## config.mk

```make
export PLATFORM = sky130hd
export DESIGN_NAME = pcs_tx_scheduler_flat
export DESIGN_NICKNAME = d
export VERILOG_FILES = /design/src/rtl/pcs_pkg.sv /design/src/rtl/pcs_tx_scheduler_if.sv /design/src/rtl/pcs_tx_scheduler.sv /design/src/flat_wrapper.sv
export SDC_FILE = /design/constraint.sdc
export NUM_CORES = 1
export LEC_CHECK = 0
export CAP_MARGIN = 5
export CORE_ASPECT_RATIO = 1.4
export CORE_MARGIN = 5
export CORE_UTILIZATION = 38
export CTS_BUF_LIST = sky130_fd_sc_hd__clkbuf_16
export DETAILED_ROUTE_END_ITERATION = 7
export PLACE_DENSITY = 0.7
export SYNTH_ARGS = -nofsm -noshare
export SYNTH_HDL_FRONTEND = slang
export SYNTH_SLANG_ARGS = --single-unit
```

## constraint.sdc

```tcl
create_clock -name clk -period 2.2 [get_ports clk]
set_clock_uncertainty 0.1 [all_clocks]
set_input_delay 0.22 -clock clk [delete_from_list [all_inputs] [get_ports clk]]
set_output_delay 0.22 -clock clk [all_outputs]
set_load 0.01 [all_outputs]
```

## src/rtl/pcs_pkg.sv

```systemverilog
// Shared PCS character constants, TX scheduler state encoding and encoder payload.
package pcs_pkg;

    localparam logic [7:0] K28_5 = 8'hBC;   // comma / idle
    localparam logic [7:0] K28_1 = 8'h3C;   // start of frame
    localparam logic [7:0] K28_2 = 8'h5C;   // end of frame
    localparam logic [7:0] K28_3 = 8'h7C;   // underrun filler

    typedef enum logic [1:0] {
        ST_ALIGN = 2'd0,
        ST_IDLE  = 2'd1,
        ST_DATA  = 2'd2,
        ST_EOF   = 2'd3
    } tx_state_t;

    // One character as presented to the 8b/10b encoder.
    typedef struct packed {
        logic [7:0] data;
        logic       k;
    } enc_char_t;

    // Build a control (K) character.
    function automatic enc_char_t kchar(input logic [7:0] code);
        enc_char_t c;
        c.data = code;
        c.k    = 1'b1;
        return c;
    endfunction

endpackage

```

## src/rtl/pcs_tx_scheduler_if.sv

```systemverilog
// Upstream byte-stream handshake into the PCS TX scheduler.
interface pcs_tx_scheduler_if;

    logic       s_valid;
    logic [7:0] s_data;
    logic       s_last;
    logic       s_ready;

    modport master (output s_valid, output s_data, output s_last, input  s_ready);
    modport slave  (input  s_valid, input  s_data, input  s_last, output s_ready);

endinterface

```

## src/rtl/pcs_tx_scheduler.sv

```systemverilog
// PCS transmit sequencer: comma alignment, idle fill, SOF/EOF framing,
// minimum inter-frame gap and underrun filler insertion.
module pcs_tx_scheduler
    import pcs_pkg::*;
#(
    parameter int unsigned ALIGN_LEN = 16,
    parameter int unsigned IFG_LEN   = 2
) (
    input  logic                clk,
    input  logic                rst,
    input  logic                link_en,
    pcs_tx_scheduler_if.slave   up,
    output logic                enc_tx_en,
    output logic [7:0]          enc_data,
    output logic                enc_k,
    output logic                align_done,
    output logic                underrun
);

    localparam int unsigned ALIGN_W = ($clog2(ALIGN_LEN + 1) < 1) ? 1 : $clog2(ALIGN_LEN + 1);
    localparam int unsigned GAP_W   = ($clog2(IFG_LEN + 1) < 1) ? 1 : $clog2(IFG_LEN + 1);

    localparam logic [ALIGN_W-1:0] ALIGN_MAX  = ALIGN_W'(ALIGN_LEN);
    localparam logic [ALIGN_W-1:0] ALIGN_LAST = ALIGN_W'(ALIGN_LEN - 1);
    localparam logic [GAP_W-1:0]   GAP_MAX    = GAP_W'(IFG_LEN);

    tx_state_t          state, state_nxt;
    logic [ALIGN_W-1:0] align_cnt, align_cnt_nxt;
    logic [GAP_W-1:0]   gap_cnt, gap_cnt_nxt;
    enc_char_t          char_nxt;
    logic               align_done_nxt;
    logic               underrun_nxt;
    logic               gap_ok;

    // Byte is taken whenever a frame is open and the link is up.
    assign up.s_ready = (state == ST_DATA) && link_en;

    // Gap counter saturates at IFG_LEN, so equality means the gap is satisfied.
    assign gap_ok = (IFG_LEN == 0) || (gap_cnt == GAP_MAX);

    // Next-state, counter and next-character selection.
    always_comb begin
        state_nxt      = state;
        align_cnt_nxt  = align_cnt;
        gap_cnt_nxt    = gap_cnt;
        char_nxt       = kchar(K28_5);
        underrun_nxt   = 1'b0;
        align_done_nxt = (state != ST_ALIGN);

        if (!link_en) begin
            state_nxt      = ST_ALIGN;
            align_cnt_nxt  = '0;
            gap_cnt_nxt    = '0;
            align_done_nxt = 1'b0;
        end else begin
            case (state)
                ST_ALIGN: begin
                    if (align_cnt != ALIGN_MAX) begin
                        align_cnt_nxt = align_cnt + ALIGN_W'(1);
                    end
                    if (align_cnt == ALIGN_LAST) begin
                        state_nxt   = ST_IDLE;
                        gap_cnt_nxt = GAP_MAX;
                    end
                end
                ST_IDLE: begin
                    if (gap_ok && up.s_valid) begin
                        char_nxt  = kchar(K28_1);
                        state_nxt = ST_DATA;
                    end else if (gap_cnt != GAP_MAX) begin
                        gap_cnt_nxt = gap_cnt + GAP_W'(1);
                    end
                end
                ST_DATA: begin
                    if (up.s_valid) begin
                        char_nxt.data = up.s_data;
                        char_nxt.k    = 1'b0;
                        if (up.s_last) begin
                            state_nxt = ST_EOF;
                        end
                    end else begin
                        char_nxt     = kchar(K28_3);
                        underrun_nxt = 1'b1;
                    end
                end
                ST_EOF: begin
                    char_nxt    = kchar(K28_2);
                    gap_cnt_nxt = '0;
                    state_nxt   = ST_IDLE;
                end
                default: begin
                    state_nxt = ST_ALIGN;
                end
            endcase
        end
    end

    // State, counters and registered encoder-side outputs.
    always_ff @(posedge clk) begin
        if (rst) begin
            state      <= ST_ALIGN;
            align_cnt  <= '0;
            gap_cnt    <= '0;
            enc_tx_en  <= 1'b0;
            enc_data   <= K28_5;
            enc_k      <= 1'b1;
            align_done <= 1'b0;
            underrun   <= 1'b0;
        end else begin
            state      <= state_nxt;
            align_cnt  <= align_cnt_nxt;
            gap_cnt    <= gap_cnt_nxt;
            enc_tx_en  <= link_en;
            enc_data   <= char_nxt.data;
            enc_k      <= char_nxt.k;
            align_done <= align_done_nxt;
            underrun   <= underrun_nxt;
        end
    end

endmodule

```

## src/flat_wrapper.sv

```systemverilog
// flat-port wrapper written by rule: the top's interface ports become plain ports
module pcs_tx_scheduler_flat import pcs_pkg::*;
#(
    parameter int unsigned ALIGN_LEN = 16,
    parameter int unsigned IFG_LEN   = 2
)
  (clk, rst, link_en, enc_tx_en, enc_data, enc_k, align_done, underrun, up_s_valid, up_s_data, up_s_last, up_s_ready);
  pcs_tx_scheduler_if up_i ();
  input  logic clk;
  input  logic rst;
  input  logic link_en;
  output logic enc_tx_en;
  output logic [7:0] enc_data;
  output logic enc_k;
  output logic align_done;
  output logic underrun;
  input wire logic [$bits(up_i.s_valid)-1:0] up_s_valid;
  input wire logic [$bits(up_i.s_data)-1:0] up_s_data;
  input wire logic [$bits(up_i.s_last)-1:0] up_s_last;
  output wire logic [$bits(up_i.s_ready)-1:0] up_s_ready;
  assign up_i.s_valid = up_s_valid;
  assign up_i.s_data = up_s_data;
  assign up_i.s_last = up_s_last;
  assign up_s_ready = up_i.s_ready;
  pcs_tx_scheduler #(.ALIGN_LEN(ALIGN_LEN), .IFG_LEN(IFG_LEN)) u_core (.clk(clk), .rst(rst), .link_en(link_en), .up(up_i), .enc_tx_en(enc_tx_en), .enc_data(enc_data), .enc_k(enc_k), .align_done(align_done), .underrun(underrun));
endmodule
```

==> metrics.cfg <==
[status]
outcome = finished, final reports clean

[cells_and_area]
multi_input_area_sq_um = 554.3
syn_to_final_growth_pct = 37.65
antenna_cells = 0
drive_gt1_share_pct = 10.29
register_area_sq_um = 420.4
layout.cells.non_filler = 172
fillCellCount = 256
fin_area_sq_um = 1409
nets = 161

[worst_setup_path]
critPathLaunchType = register
worstPathArrival_ns = 1.75
timing.rr.start = u_core.state[1]
r2r_cells = 5
path_class = register to primary output
critical_path.endpoint_type = primary output
cp_max_fo = 6
rrSetupSlack_ns = 0.19
crit_required_ns = 1.88
r2r_end = u_core.state[0]

[clocking]
ctsResizeCount = 0
cts.sinks = 21
clk_latency_ns = 0.25
clockRootBuffer = clkbuf_16
cts_setup_buffers = 0
path_clk_slew_ns = 0.05
numCtsBuffers = 3
cts_buffer_depth = 2
cts_tree = done
cts-htree-levels = 1
cts_hold_buf = 0

[logic_synthesis]
synth_seq_cells = 21
synthFlopType = dfxtp_1
synth_seq_area_share_pct = 41.08
syn-num-nets = 130
netlist_area_sq_um = 1023
async_flop_share_pct = 0
syn_avg_cell_area_sq_um = 9.655
yosysWarnings = 0
synth_cells = 106
synth_edf_count = 0
yosysUniqueCellTypes = 34

[placed_design]
port_buffers = 25
dpl_cell_area_sq_um = 1330
gp_congestion = 0.7847
dpl.hpwl_mm = 1.834
place_inst = 168

[pwr]
ir_drop_v = 0.0004217
p_per_area_nw_per_um2 = 575.8
fin_total_pwr_uw = 811.3
power.leakage_uw = 0.0005427

[timing]
finalSetupTns_ns = 0
finalSetupViolCount = 0
fmax_mhz = 483.1
min_period_ns = 2.070
drv_slew = 0
timing_hold_violations_final = 0
fin_hold_ws_ns = 0.3843
worstMarginPinSlew_ns = 0.5589
fin_crit_sh_pct = 94.09
maxSlewHeadroom_pct = 62.23
rsz0062_at_grt = no

[grt]
grt.overflow.total = 0
grt_pass1_wl_mm = 3.801
grt_util_all_layers_pct = 13.54
grt_antenna_before_repair = 0
grt_max_degree = 13
grt_pass1_vias = 887

[worst_hold_path]
min_path_cells = 2
hold_class = register to register
min_from = u_core.gap_cnt[1]
hold_end = u_core.gap_cnt[1]

[die]
start_util_pct = 39.14
die_area_sq_um = 3846
num_rows = 22
die_w_microns = 53.86
ios = 26
core_sq_um = 2615
dieHeight_microns = 71.41

[routing]
vias_per_cell = 4.942
routed_wl_mm = 2.268
drt-initial-drc-count = 18
wl_per_cell_microns = 13.19
first_pass_iters = 4
drcViolationCount = 0
vias = 850
postRouteAntennaNets = 0

[flow_run]
max_cap_viol_count = 0

-- cell usage after synthesis (2+ instances only) --
library cell	n	area share, %
ha_1	11	13
o21ai_1	8	3.9
nand2b_1	3	1.8
nand4_1	2	1.2
nand3_1	4	2.0
nor2b_1	4	2.4
and4_1	2	1.7
inv_1	8	2.9
nand2_1	5	1.8
a21oi_1	7	3.4
nor2_1	5	1.8
inv_2	2	0.73
dfxtp_1	21	41
mux2i_1	2	2.0
and2_1	3	1.8
-- per-stage QoR --
stage / setup WS (ns) / utilization [%]
3_3_place_gp: 0.2900 / 50.86
4_1_cts: 0.1126 / 53.88
3_5_place_dp: 0.2114 / 50.86
2_1_floorplan: 0.3106 / -
6_report: 0.1301 / 53.88
5_1_grt: 0.01990 / 53.88
-- power by group --
| part | switching [uW] | total, uW | leakage (uW) | internal (uW) |
|---|---|---|---|---|
| sequential | 2.07 | 385 | 0.000170 | 383 |
| clock | 136 | 378 | 0.0000423 | 242 |
| combinational | 18.0 | 47.8 | 0.000331 | 29.8 |
| total | 156 | 811 | 0.000543 | 655 |
-- flip-flops by register name, indices dropped and copies added (netlist names) --
signal and cells:
u_core.align_cnt 5, u_core.align_done 1, u_core.enc_data 8, u_core.enc_k 1, u_core.enc_tx_en 1, u_core.gap_cnt 2
u_core.state 2, u_core.underrun 1
-- metal layers --
metal  global-route usage [%]  up-vias  wire length (microns)
met2                    25.47       30                   1227
met5                        0        -                      0
li1                         -      428                      -
met3                    3.119        5                    165
met1                    12.42      387                    824
met4                    7.670        0                     50
-- cell families (layout without fill, tap and decap cells) --
kind of cell             after synthesis  in the layout  synth area share [%]
AO/OA/AOI/OAI                         22             22                 15.28
XOR/XNOR                               1              1                0.8559
adder cells (fa/ha/maj)               11             11                 13.45
buffers and inverters                 12             42                 4.768
flip-flops                            21             21                 41.08
multiplexers                           3              3                 3.423
AND/OR/NAND/NOR                       36             36                 21.15
-- critical path, stage by stage, from the launching register on --
cell	delay, ns
dfxtp_1	0.43
inv_1	0.16
ha_1	0.28
and2_1	0.15
clkdlybuf4s50_1	0.47
-- worst max-delay path by stage --
stage | startpoint | endpoint | slack (ns)
after floorplan | u_core.state[0] | u_core.state[0] | 0.31
after global placement | u_core.state[1] | u_core.state[0] | 0.29
after detailed placement | u_core.state[1] | u_core.state[0] | 0.21
after CTS | u_core.state[0] | up_s_ready | 0.11
after global routing | u_core.state[0] | up_s_ready | 0.02
final | u_core.state[0] | up_s_ready | 0.13
-- cells in the final DEF, fill, tap and decap left out, drive strengths merged, types with 2 or more instances in the layout --
cell type / n
nand2b: 3
a21oi: 7
mux2i: 2
nand4: 2
clkdlybuf4s50: 25
nand2: 5
dfxtp: 21
nor2: 5
buf: 3
and2: 3
o21ai: 9
inv: 11
and4: 2
nand3: 4
a2111oi: 2
clkbuf: 3
ha: 11
nor2b: 5
-- area by class of cell --
cell class,count,share of cell area [%]
clock buffer,3,5.329
clock inverter,1,0.2664
inverter,10,2.664
multi-input combinational,73,39.34
sequential,21,29.84
tap,36,3.197
timing repair buffer,28,19.36
Power figures use the tool's default switching activity.
